`config.mk`:
```
export PLATFORM = sky130hd
export DESIGN_NAME = rst_seq
export DESIGN_NICKNAME = d
export VERILOG_FILES = /design/src/rtl/rst_seq_pkg.sv /design/src/rtl/rst_seq_sync.sv /design/src/rtl/rst_seq.sv
export SDC_FILE = /design/constraint.sdc
export NUM_CORES = 1
export LEC_CHECK = 0
export BUFFER_PORTS_ARGS = -buffer_cell sky130_fd_sc_hd__buf_2
export CORE_UTILIZATION = 56
export DETAILED_ROUTE_END_ITERATION = 10
export PLACE_DENSITY = 0.8
export SLEW_MARGIN = 20
export SYNTH_ARGS = -nofsm -noshare
export SYNTH_HDL_FRONTEND = slang
export SYNTH_SLANG_ARGS = --single-unit
```
`constraint.sdc`:
```
create_clock -name clk -period 1.73 [get_ports clk]
set_input_delay 0.346 -clock clk [delete_from_list [all_inputs] [get_ports clk]]
set_output_delay 0.346 -clock clk [all_outputs]
set_load 0.01 [all_outputs]
```
`src/rtl/rst_seq_pkg.sv`:
```
// rst_seq_pkg: shared state encoding and widths for the reset sequencer.
package rst_seq_pkg;
  typedef enum logic [2:0] {
    IDLE_RST = 3'd0,
    SYNC     = 3'd1,
    HOLD     = 3'd2,
    REL_CORE = 3'd3,
    RUN      = 3'd4,
    DONE     = 3'd5,
    TOUT     = 3'd6
  } state_t;
  localparam int CNT_W = 32;
  function automatic int at_least_one(input int v);
    return (v < 1) ? 1 : v;
  endfunction
endpackage

```
`src/rtl/rst_seq_sync.sv`:
```
// rst_sync: async-assert, sync-deassert reset synchronizer (active-low in and out).
module rst_sync #(
  parameter int STAGES = 2
) (
  input  logic clk,
  input  logic reset,
  output logic sync_reset
);
  localparam int N = (STAGES < 2) ? 2 : STAGES;
  logic [N-1:0] s;
  always_ff @(posedge clk or negedge reset)
    if (!reset) s <= '0;
    else s <= {s[N-2:0], 1'b1};
  assign sync_reset = s[N-1];
endmodule

```
`src/rtl/rst_seq.sv`:
```
// rst_seq: staged release of core/search resets with run watchdog and cycle counter.
module rst_seq
  import rst_seq_pkg::*;
#(
  parameter int SYNC_STAGES    = 2,
  parameter int HOLD_CYCLES    = 16,
  parameter int STAGGER_CYCLES = 4,
  parameter int WDOG_CYCLES    = 250000
) (
  input  logic             clk,
  input  logic             reset,
  input  logic             sw_rst_req,
  input  logic             core_done,
  output logic             core_rst_n,
  output logic             search_rst_n,
  output logic             run,
  output logic             timeout,
  output logic [CNT_W-1:0] cycle_cnt,
  output logic [2:0]       state
);
  localparam int HC = at_least_one(HOLD_CYCLES);
  localparam int SC = at_least_one(STAGGER_CYCLES);
  localparam int TW = $clog2((HC > SC) ? HC : SC) + 1;
  localparam logic [CNT_W-1:0] WDOG_LAST = CNT_W'(WDOG_CYCLES - 1);
  state_t st, nxt;
  logic [TW-1:0] tmr;
  logic sync_reset, sw, wdog_hit;
  rst_sync #(.STAGES(SYNC_STAGES)) u_sync (
    .clk       (clk),
    .reset     (reset),
    .sync_reset(sync_reset)
  );
  assign sw = sw_rst_req && st != IDLE_RST && st != SYNC;
  assign wdog_hit = cycle_cnt == WDOG_LAST;
  always_comb begin
    nxt = st;
    case (st)
      IDLE_RST: nxt = SYNC;
      SYNC:     nxt = HOLD;
      HOLD:     nxt = (tmr == '0) ? REL_CORE : HOLD;
      REL_CORE: nxt = (tmr == '0) ? RUN : REL_CORE;
      RUN:      nxt = core_done ? DONE : wdog_hit ? TOUT : RUN;
      default:  nxt = st;
    endcase
    if (sw) nxt = HOLD;
  end
  // the whole FSM sits under the synchronized reset, so it leaves IDLE_RST on the first clean edge
  always_ff @(posedge clk or negedge sync_reset)
    if (!sync_reset) begin
      st           <= IDLE_RST;
      tmr          <= '0;
      core_rst_n   <= 1'b0;
      search_rst_n <= 1'b0;
      run          <= 1'b0;
      timeout      <= 1'b0;
      cycle_cnt    <= '0;
    end else begin
      st           <= nxt;
      tmr          <= (nxt == HOLD && (st != HOLD || sw)) ? TW'(HC - 1) :
                      (nxt == REL_CORE && st != REL_CORE) ? TW'(SC - 1) :
                      (tmr == '0) ? tmr : tmr - TW'(1);
      core_rst_n   <= nxt inside {REL_CORE, RUN, DONE, TOUT};
      search_rst_n <= nxt inside {RUN, DONE};
      run          <= nxt == RUN;
      timeout      <= nxt == TOUT;
      cycle_cnt    <= sw ? '0 :
                      (st == RUN && nxt != TOUT && ~&cycle_cnt) ? cycle_cnt + CNT_W'(1) : cycle_cnt;
    end
  assign state = st;
endmodule

```
==> reports/metrics.yaml, run 1 <==
run_status:
  outcome: "did not finish"
  lastStage: "global routing"
  error: "[ERROR GRT-0232] Routing congestion too high. Check the congestion heatmap in the GUI."
clock_network:
  cts_root_buffer: "clkbuf_8"
  cts.sink_count: 46
  cts_buffers: 5
  cts_buffer_depth: 2
  htreeDepth: 2
logic_synthesis:
  synth-edff-count: 0
  async_reset_ff_share_pct: 100
  synth.area.top_cells: "dfrtp_1 (45%), nand2_1 (3.8%), nor2_1 (3.7%)"
  yosysTopAreaCellShare_pct: 45.2
  ys_types: 51
  avgSynthCellArea_sq_um: 9.39
  synth_cells: 271
  ys_seq_area_share_pct: 45.2
  yosysWarningCount: 0
  synth_area_sq_um: 2540
  ys.flop_type: "dfrtp_1"
  synth_seq_cells: 46
  yosysTopAreaCell: "dfrtp_1"
  synth.net_count: 278
die:
  die_w_um: 69.4
  rows: 24
  initial_core_util_pct: 58.4
  boundaryPins: 43
  die_height_um: 69.4
placement:
  postPlaceCellArea_sq_um: 3480
  io_buffer_count: 42
  dp_slack_ns: -0.413
  dpl.hpwl_um: 5430
  place_congestion: 0.880
timing:
  worstEndpointGrtRepair: "cycle_cnt[26]$_DFFE_PN0P_/D"
  worst_path_end_type: "register input"
global_route:
  grt_use_total_pct: 72.3
  grt.overflow.total: 29
  grt_max_degree: 30
[synthesized netlist by cell type (4+ instances only)]
library cell and count:
dfrtp_1 46, nand2_1 26, nor2_1 25, a21oi_1 16, nand3_1 15, nand4_1 13
o21ai_0 12, or3_1 12, and3_1 10, nor3_1 9, or4_1 9, inv_1 7
xnor2_1 7, o211ai_1 5, o21ai_1 5, xor2_1 5, nor4_1 4
[logic make-up after synthesis]
family                   Yosys count  synth area share (%)
AO/OA/AOI/OAI                     55                  14.2
XOR/XNOR                          12                  4.13
adder cells (fa/ha/maj)            3                  1.48
buffers and inverters             16                  3.88
flip-flops                        46                  45.2
multiplexers                       1                 0.442
other                              1                 0.147
AND/OR/NAND/NOR                  137                  30.5
[layer usage]
metal,track usage (%),GRT overflow
met5,3.33,0
met4,79.1,20
met3,50.0,1
met2,92.3,8
met1,72.3,0
[per-stage QoR]
step	std cells	TNS (ns)	util [%]
floorplan	271	-6.59	-
global placement	444	-7.72	80.0
detailed placement	444	-10.51	80.0
CTS	469	-9.83	89.2
[repair_timing]
item / 4_1_cts
hold endpoints to repair: 2
hold buffers: 1
buffers inserted: 89
pin swaps: 24
resized for setup: 44
setup endpoints to repair: 41
==> run 2, diff against run 1 <==
CORE_UTILIZATION = 40   (was 56)
PLACE_DENSITY = default   (was 0.8)
PLACE_DENSITY_LB_ADDON = 0.15   (was default)
==> reports/metrics.yaml, run 2 <==
logic_synthesis:
  yosys.area_share.adder_pct: 1.47
  synth_cells: 271
  synth_area_sq_um: 2540
  async_reset_ff_share_pct: 100
  synth_compound_area_share_pct: 14.2
  synthMostInstantiatedCell: "dfrtp_1"
  ys_seq_area_share_pct: 45.2
  synth.net_count: 278
  avgSynthCellArea_sq_um: 9.39
  yosysTopAreaCell: "dfrtp_1"
  synth-simple-area-share_pct: 30.5
  synth-xor-area-share_pct: 4.13
  synthMuxAreaShare_pct: 0.442
  ys.flop_type: "dfrtp_1"
  synth.area.top_cells: "dfrtp_1 (45%), nand2_1 (3.8%), nor2_1 (3.7%)"
  synth_seq_cells: 46
  synth_top_family_by_area: "simple AND/OR/NAND/NOR gates"
  ys_types: 51
  netlist_top_cells_count: "dfrtp_1 (46), nand2_1 (26), nor2_1 (25)"
  yosysWarningCount: 0
  synth-edff-count: 0
  yosysTopAreaCellShare_pct: 45.2
run_status:
  failed_checks: "negative setup slack"
  outcome: "finished, violations left"
cells_and_area:
  largest-register: "cycle_cnt"
  post-route-util_pct: 66.4
  final_cell_mix: "buf_4 (83), buf_2 (42), dfrtp_1 (41)"
  n_fill_cell: 506
  nets: 418
  drive_gt1_share_pct: 51.2
  largest_register_ff_count: 32
  antenna_cells: 0
  layout_commonest_cell: "buf_4"
  synthToLayoutAreaGrowth_pct: 57.3
timing:
  slew_viol_final: 0
  layout_setup_ws_ns: -0.338
  fmax_mhz: 484
  fin_crit_ns: 2.07
  setup_violations: 41
  finalCritPeriodShare_pct: 120
  fin_setup_tns_ns: -9.42
  hold_violations: 0
  finalClockSkew_ns: 0.0128
  rsz0062_at_grt: "true"
clock_network:
  cts_buffer_depth: 2
  cts_root_buffer: "clkbuf_8"
  htreeDepth: 2
  clk_latency_ns: 0.30
  cts_tree: "yes"
  cts.sink_count: 46
  cts_buffers: 5
  clkTransAtPathRegs_ns: 0.09
routing:
  vias: 2618
  wl_per_cell_um: 14.7
  wl_um: 7180
  via_per_inst: 5.38
  drt_first_iter_violations: 93
  route.detailed.drc: 0
  dr.pass1.iters: 4
  route.antenna.remaining_nets: 0
worst_setup_path:
  timing.critical_path.required_ns: 1.93
  worstSetupPathType: "reg2reg"
  cp_cell_sequence: "ha_4 > and3_4 > nand4_1 > or4_4 > nand3_4 > clkbuf_16 > or3_1 > a21oi_1"
  critPathMaxStageDelay_ns: 0.57
  crit_path_start: "cycle_cnt[1]$_DFFE_PN0P_"
  startpoint_type: "flop"
  reg2reg_from: "cycle_cnt[1]$_DFFE_PN0P_"
  critPathMaxFanout: 14
  critPathCaptureType: "flop"
  cp_slowest_cell: "or4_4"
  arrival_ns: 2.26
global_route:
  grt_pass1_vias: 2379
  antenna_found_initial: 0
  grt_pass1_wl_um: 11200
  grt_max_degree: 36
  grt.overflow.total: 0
  grt_use_total_pct: 22.2
die:
  initial_core_util_pct: 42.2
  die_area_sq_um: 6690
  die_height_um: 81.8
  boundaryPins: 43
  rows: 28
  core_sq_um: 6030
  die_w_um: 81.8
placement:
  place_congestion: 0.794
  io_buffer_count: 42
  dpl.hpwl_um: 4990
pwr:
  power.leakage_nw: 1.83
  power.density_nw_per_um2: 476
  ir_worst_vdd_uv: 361
job:
  drv_cap: 0
min_path:
  hold_class: "reg2async"
-- run 2: cell counts after synthesis --
No cell type changed its count.
-- run 2: through the flow --
step                      hold WS [ns]  power, mW  setup slack [ns]  instances  cell area [sq um]
after detailed placement         0.132       1.21            -0.420        461               3490
after CTS                        0.140       1.91            -0.316        478               3800
final                            0.127       1.90            -0.338        487               4000
after floorplan                 0.0504       1.16            -0.335        271               2610
after global routing             0.161       1.96            -0.407        487               4000
after global placement           0.131       1.21            -0.401        461               3490
-- run 2: path summary, 6_finish.rpt --
check	slack [ns]	to	depth (start not counted)
min in group clk	0.36	u_sync.s[1]$_DFF_PN0_	0
max in group asynchronous	1.13	cycle_cnt[5]$_DFFE_PN0P_	1
worst min-delay path	0.13	cycle_cnt[16]$_DFFE_PN0P_	0
worst max register to register	-0.34	cycle_cnt[12]$_DFFE_PN0P_	8
worst max-delay path	-0.34	cycle_cnt[12]$_DFFE_PN0P_	8
worst min register to register	0.13	cycle_cnt[16]$_DFFE_PN0P_	0
-- run 2: kinds of logic (layout without fill, tap and decap cells) --
logic type	count (synthesis)	in the layout
AND/OR/NAND/NOR	137	137
AO/OA/AOI/OAI	55	55
flip-flops	46	46
buffers and inverters	16	157
XOR/XNOR	12	12
adder cells (fa/ha/maj)	3	3
other	1	1
multiplexers	1	1
-- run 2: critical path: cells and delay by family, from the launching register on --
kind	cells	cell delay [ns]
flops	1	0.39
compound gates	1	0.06
fa+ha+maj	1	0.14
buf+inv	1	0.18
simple gates	5	1.19
-- run 2: area by class of cell --
type | count | area, sq um | area share [%]
Multi-Input combinational cell | 209 | 1570 | 39.2
Sequential cell | 46 | 1160 | 28.9
Timing Repair Buffer | 142 | 1060 | 26.6
Tap cell | 75 | 93.8 | 2.34
Clock buffer | 7 | 86.3 | 2.16
Inverter | 7 | 26.3 | 0.656
Clock inverter | 1 | 5.00 | 0.125
-- run 2: where the power goes --
part           total, mW  switching [mW]  internal (mW)
clock              0.696           0.373          0.323
sequential          1.09          0.0101           1.08
combinational      0.115          0.0638         0.0513
-- run 2: layer usage --
layer / vias to the layer above / global-route usage (%) / wire length, um
met5: - / 0 / 0
met4: 0 / 5.44 / 87
li1: 1294 / - / -
met1: 1267 / 29.5 / 3290
met2: 51 / 36.9 / 3540
met3: 6 / 4.22 / 266
-- run 2: repair_timing --
item | CTS | global route
endpoints found under the hold margin | 2 | 0
cloned | 0 | 1
pin swaps | 16 | 21
hold buffers | 1 | 0
setup buffers | 9 | 10
endpoints found under the setup margin | 40 | 41
gates resized for setup | 35 | 31
Power figures use the tool's default switching activity.
==> run 3, diff against run 2 <==
CORE_UTILIZATION = 45   (was 40)
PLACE_DENSITY = 0.74   (was default)
PLACE_DENSITY_LB_ADDON = default   (was 0.15)
==> reports/metrics.yaml, run 3 (synthesized netlist as in run 2, its figures left out) <==
run_status:
  outcome: "finished, violations left"
  failed_checks: "negative setup slack"
timing:
  slew_viol_final: 0
  finalCritPeriodShare_pct: 124
  layout_setup_ws_ns: -0.415
  fmax_mhz: 466
  fin_crit_ns: 2.14
  rsz0062_at_grt: "true"
  whs_ns: 0.167
  hold_violations: 0
  finalClockSkew_ns: 0.0197
  setup_violations: 42
worst_setup_path:
  worstReg2RegEnd: "cycle_cnt[30]$_DFFE_PN0P_"
  worstSetupPathType: "reg2reg"
  r2r_setup_slack_ns: -0.41
  timing.critical_path.required_ns: 1.97
  critPathCaptureType: "flop"
  startpoint_type: "flop"
  reg2reg_from: "tmr[1]$_DFFE_PN0P_"
  r2r_cells: 9
  arrival_ns: 2.39
  critPathMaxFanout: 6
  cp-endpoint: "cycle_cnt[30]$_DFFE_PN0P_"
  crit_path_start: "tmr[1]$_DFFE_PN0P_"
cells_and_area:
  synthToLayoutAreaGrowth_pct: 59.8
  nets: 427
  regArea_sq_um: 1160
  n_fill_cell: 367
  antenna_cells: 0
  multi_input_area_sq_um: 1590
  largest_register_ff_count: 32
  largest-register: "cycle_cnt"
  fin_cells: 493
  final_cell_mix: "buf_4 (94), buf_2 (42), dfrtp_1 (41)"
  drive_gt1_share_pct: 52.5
  layout_commonest_cell: "buf_4"
pwr:
  p_int_mw: 1.43
  power.leakage_nw: 1.86
  ir_worst_vdd_uv: 268
  power_frac_clock_pct: 35.2
  switchingPower_uw: 459
  switching_share_pct: 24.3
  power.density_nw_per_um2: 464
  seqPwrFrac_pct: 58.1
  p_comb_share_pct: 6.7
global_route:
  antenna_found_initial: 0
  grt_pass1_vias: 2730
  grt.overflow.total: 0
  grt_pass1_wl_um: 13000
  grt_use_total_pct: 27.6
  grt_max_degree: 34
routing:
  vias: 2981
  route.antenna.remaining_nets: 0
  via_per_inst: 6.05
  dr.pass1.iters: 5
  wl_um: 9040
  wl_per_cell_um: 18.3
  route.detailed.drc: 0
  drt_first_iter_violations: 222
clock_network:
  cts_root_buffer: "clkbuf_8"
  cts_buffers: 5
  clkTransAtPathRegs_ns: 0.10
  cts_tree: "yes"
  htreeDepth: 2
  cts_buffer_depth: 2
  clk_latency_ns: 0.31
  cts.sink_count: 46
die:
  initial_core_util_pct: 46.5
  rows: 27
  core_sq_um: 5470
  die_area_sq_um: 5960
  boundaryPins: 43
  die_w_um: 77.2
  die_height_um: 77.2
placement:
  dp_slack_ns: -0.446
  place_inst: 459
  place_congestion: 0.848
  io_buffer_count: 42
  dpl.hpwl_um: 5060
job:
  drv_cap: 0
min_path:
  hold_class: "reg2async"
run 3: layer usage:
| metal | wire length, um | vias up | track usage, % |
|---|---|---|---|
| met5 | 0 | - | 0 |
| met4 | 234 | 0 | 10.4 |
| met3 | 500 | 24 | 5.60 |
| met2 | 4610 | 162 | 47.2 |
| met1 | 3690 | 1485 | 34.0 |
| li1 | - | 1310 | - |
run 3: worst min-delay path by stage:
stage | end | depth (start not counted)
3_3_place_gp | u_sync.s[0]$_DFF_PN0_ | 1
6_report | cycle_cnt[16]$_DFFE_PN0P_ | 0
4_1_cts | cycle_cnt[16]$_DFFE_PN0P_ | 0
2_1_floorplan | u_sync.s[0]$_DFF_PN0_ | 0
3_5_place_dp | u_sync.s[0]$_DFF_PN0_ | 1
5_1_grt | cycle_cnt[16]$_DFFE_PN0P_ | 0
run 3: power by group through the flow:
stage | registers (mW) | logic, mW | clock network, mW
final | 1.10 | 0.127 | 0.664
after global routing | 1.10 | 0.137 | 0.704
after CTS | 1.09 | 0.107 | 0.652
after detailed placement | 1.12 | 0.0965 | 0
after global placement | 1.11 | 0.0941 | 0
after floorplan | 1.12 | 0.0337 | 0
run 3: stage by stage:
step	setup TNS, ns	total power, mW	util [%]	area [sq um]
global route	-15.51	1.94	74.3	4070
detailed placement	-10.77	1.21	63.9	3500
global placement	-8.74	1.21	63.9	3500
finish	-12.11	1.89	74.3	4070
floorplan	-6.59	1.16	-	2610
CTS	-11.44	1.85	70.8	3870
run 3: timing repair:
| action | 4_1_cts | 5_1_grt |
|---|---|---|
| gates resized for setup | 40 | 32 |
| endpoints found under the setup margin | 40 | 43 |
| pin swaps | 14 | 24 |
| hold buffers | 1 | 0 |
| hold endpoints to repair | 2 | 0 |
| gates cloned | 1 | 0 |
| setup buffers | 16 | 13 |
run 3: final cells by class:
class                      count  share of cell area (%)
clock buffer                   8                    1.97
inverter                       7                   0.646
multi-input combinational    209                    39.0
sequential                    46                    28.5
tap                           72                    2.21
timing repair buffer         151                    27.7
run 3: worst max-delay path, cell delays in order, from the launching register on:
cell and delay (ns):
dfrtp_1 0.40, inv_2 0.07, ha_4 0.16, nor4b_4 0.13, a32oi_2 0.21, or4_4 0.18, nand3_4 0.12, buf_6 0.17
or4_4 0.48, a21oi_2 0.16
==> run 4, diff against run 3 <==
ABC_AREA = 1   (was default)
MAX_ROUTING_LAYER = met4   (was default)
PLACE_DENSITY = 0.73   (was 0.74)
==> reports/metrics.yaml, run 4 <==
cells_and_area:
  drive_gt1_share_pct: 28.3
  antenna_cells: 0
  nets: 596
  synthToLayoutAreaGrowth_pct: 35.0
  layout_commonest_cell: "nand2_1"
  post-route-util_pct: 63.3
  largest_register_ff_count: 32
  final_cell_mix: "nand2_1 (121), buf_4 (73), inv_1 (70)"
  largest-register: "cycle_cnt"
  fin_cells: 686
pwr:
  power_mw: 1.84
  power_frac_clock_pct: 35.1
  switchingPower_uw: 442
  p_comb_share_pct: 5.3
  power.density_nw_per_um2: 424
  switching_share_pct: 24.0
  power.leakage_nw: 2.44
  seqPwrFrac_pct: 59.6
  p_int_mw: 1.40
  ir_worst_vdd_uv: 304
routing:
  dr.pass1.iters: 6
  via_per_inst: 5.14
  route.detailed.drc: 0
  drt_first_iter_violations: 326
  vias: 3525
  wl_per_cell_um: 13.5
  wl_um: 9250
  route.antenna.remaining_nets: 0
worst_setup_path:
  cp_slowest_cell: "dfrtp_1"
  critPathMaxFanout: 10
  r2r_setup_slack_ns: -0.12
  crit_path_start: "tmr[1]$_DFFE_PN0P_"
  worstSetupPathType: "reg2reg"
  startpoint_type: "flop"
  critical-path-top-delay-family: "simple AND/OR/NAND/NOR gates"
  crit_top_cell: "nand3_4"
  critPathBufInv: 2
  reg2reg_from: "tmr[1]$_DFFE_PN0P_"
  critPathMaxStageDelay_ns: 0.40
  r2r_cells: 12
  cp_cell_sequence: "inv_2 > ha_4 > nand2_4 > nor2_4 > nand3_2 > a21oi_2 > nand2_2 > nand3_4 > nand3_4 > buf_12 > nand3_1 > nand2_1"
  worstReg2RegEnd: "cycle_cnt[20]$_DFFE_PN0P_"
  timing.critical_path.required_ns: 1.92
  arrival_ns: 2.03
  critPathCaptureType: "flop"
logic_synthesis:
  synth-xor-area-share_pct: 6.26
  synth_seq_cells: 46
  synth.area.top_cells: "dfrtp_1 (36%), nand2_1 (14%), nand3_1 (9.2%)"
  synth_cells: 477
  ys.flop_type: "dfrtp_1"
  ys_types: 30
  synth.net_count: 484
  synth_area_sq_um: 3220
  yosysTopAreaCell: "dfrtp_1"
  yosysWarningCount: 0
  synthMuxAreaShare_pct: 0
  async_reset_ff_share_pct: 100
  avgSynthCellArea_sq_um: 6.75
  synth_top_family_by_area: "simple AND/OR/NAND/NOR gates"
  netlist_top_cells_count: "nand2_1 (124), inv_1 (74), nand3_1 (59)"
  synth-simple-area-share_pct: 42.7
  yosys.area_share.adder_pct: 1.17
  ys_seq_area_share_pct: 35.8
  synth_compound_area_share_pct: 2.10
  synth-edff-count: 0
  synthMostInstantiatedCell: "nand2_1"
  yosysTopAreaCellShare_pct: 35.8
timing:
  finalCritPeriodShare_pct: 107
  fmax_mhz: 542
  rsz0062_at_grt: "true"
  slew_headroom_pct: 57.8
  fin_setup_tns_ns: -3.21
  hold_violations: 0
  finalClockSkew_ns: 0.00927
  layout_setup_ws_ns: -0.115
  tightest_slew_ns: 0.633
  fin_crit_ns: 1.85
  setup_violations: 35
  slew_viol_final: 0
placement:
  dp_slack_ns: -0.115
  place_congestion: 0.941
  place_inst: 671
  dpl.hpwl_um: 7100
  io_buffer_count: 42
die:
  die_area_sq_um: 7490
  boundaryPins: 43
  rows: 30
  initial_core_util_pct: 46.8
  core_sq_um: 6870
  die_height_um: 86.6
  die_w_um: 86.6
clock_network:
  clk_latency_ns: 0.30
  cts_root_buffer: "clkbuf_8"
  clkTransAtPathRegs_ns: 0.09
  htreeDepth: 2
  cts_tree: "yes"
  cts_buffers: 5
  cts_buffer_depth: 2
  cts.sink_count: 46
global_route:
  grt_pass1_wl_um: 15300
  grt_use_total_pct: 26.7
  grt_pass1_vias: 3218
  grt_max_degree: 64
  grt.overflow.total: 0
  antenna_found_initial: 0
run_status:
  outcome: "finished, violations left"
  failed_checks: "negative setup slack"
job:
  drv_cap: 0
min_path:
  hold_class: "reg2async"
==> run 4: cell count changes in the layout (fill, tap and decap cells not counted), sizes merged, moves of 16 or more <==
| cell | delta |
|---|---|
| a21oi | -16 |
| buf | -29 |
| inv | +70 |
| nand2 | +99 |
| nand3 | +47 |
| nand4 | +25 |
| nor2 | +28 |
==> run 4: kinds of logic after synthesis <==
group / count (synthesis)
buf+inv: 94
fa+ha+maj: 3
simple gates: 298
xor+xnor: 23
flops: 46
compound gates: 12
other cells: 1
==> run 4: worst register-to-register path: cells and delay by family, from the launching register on <==
family	cells	cell delay (ns)
buffers and inverters	2	0.25
adders and majority gates	1	0.14
DFF	1	0.40
AOI/OAI and AO/OA	1	0.17
and+or+nand+nor	8	0.77
==> run 4: power by group through the flow <==
stage	sequential, mW	combinational [mW]	clock [mW]
after floorplan	1.12	0.0469	0
after global placement	1.12	0.0845	0
after detailed placement	1.12	0.0889	0
after CTS	1.10	0.0923	0.668
after global routing	1.10	0.110	0.700
final	1.10	0.0977	0.646
==> run 4: repair_timing <==
item,4_1_cts,5_1_grt
hold buffers,1,0
setup buffers,1,5
resized for setup,8,24
setup endpoints to repair,37,40
hold endpoints to repair,2,0
pin swaps,0,6
==> run 4: worst max path at each step <==
stage          cells past startpoint  slack, ns                        end
2_1_floorplan                     12     -0.003  cycle_cnt[22]$_DFFE_PN0P_
3_3_place_gp                       9      -0.11  cycle_cnt[21]$_DFFE_PN0P_
3_5_place_dp                       9      -0.12  cycle_cnt[21]$_DFFE_PN0P_
4_1_cts                           12      -0.11  cycle_cnt[30]$_DFFE_PN0P_
5_1_grt                           12      -0.23  cycle_cnt[26]$_DFFE_PN0P_
6_report                          12      -0.12  cycle_cnt[20]$_DFFE_PN0P_
==> run 4: routing by layer <==
layer  wire length, um  GRT usage [%]  part of all wire [%]  up-vias
met5                 0              -                     0        -
met4                97           5.91                   1.0        0
met3               590           3.43                   6.4        8
met2              4490           43.2                    49      118
met1              4060           35.8                    44     1650
li1                  -              -                     -     1749
==> run 4: area by class of cell <==
| cell class | count | area (sq um) |
|---|---|---|
| fill | 635 | 2520 |
| multi-input combinational | 337 | 1820 |
| sequential | 46 | 1150 |
| timing repair buffer | 122 | 871 |
| inverter | 77 | 294 |
| tap | 96 | 120 |
| clock buffer | 6 | 72.6 |
| clock inverter | 2 | 10.0 |
==> run 4: per-stage QoR <==
| stage | hold WS (ns) | cell area [sq um] |
|---|---|---|
| 5_1_grt | 0.288 | 4350 |
| 3_5_place_dp | 0.133 | 4090 |
| 6_report | 0.229 | 4350 |
| 4_1_cts | 0.254 | 4220 |
| 2_1_floorplan | 0.0504 | 3250 |
| 3_3_place_gp | 0.131 | 4090 |
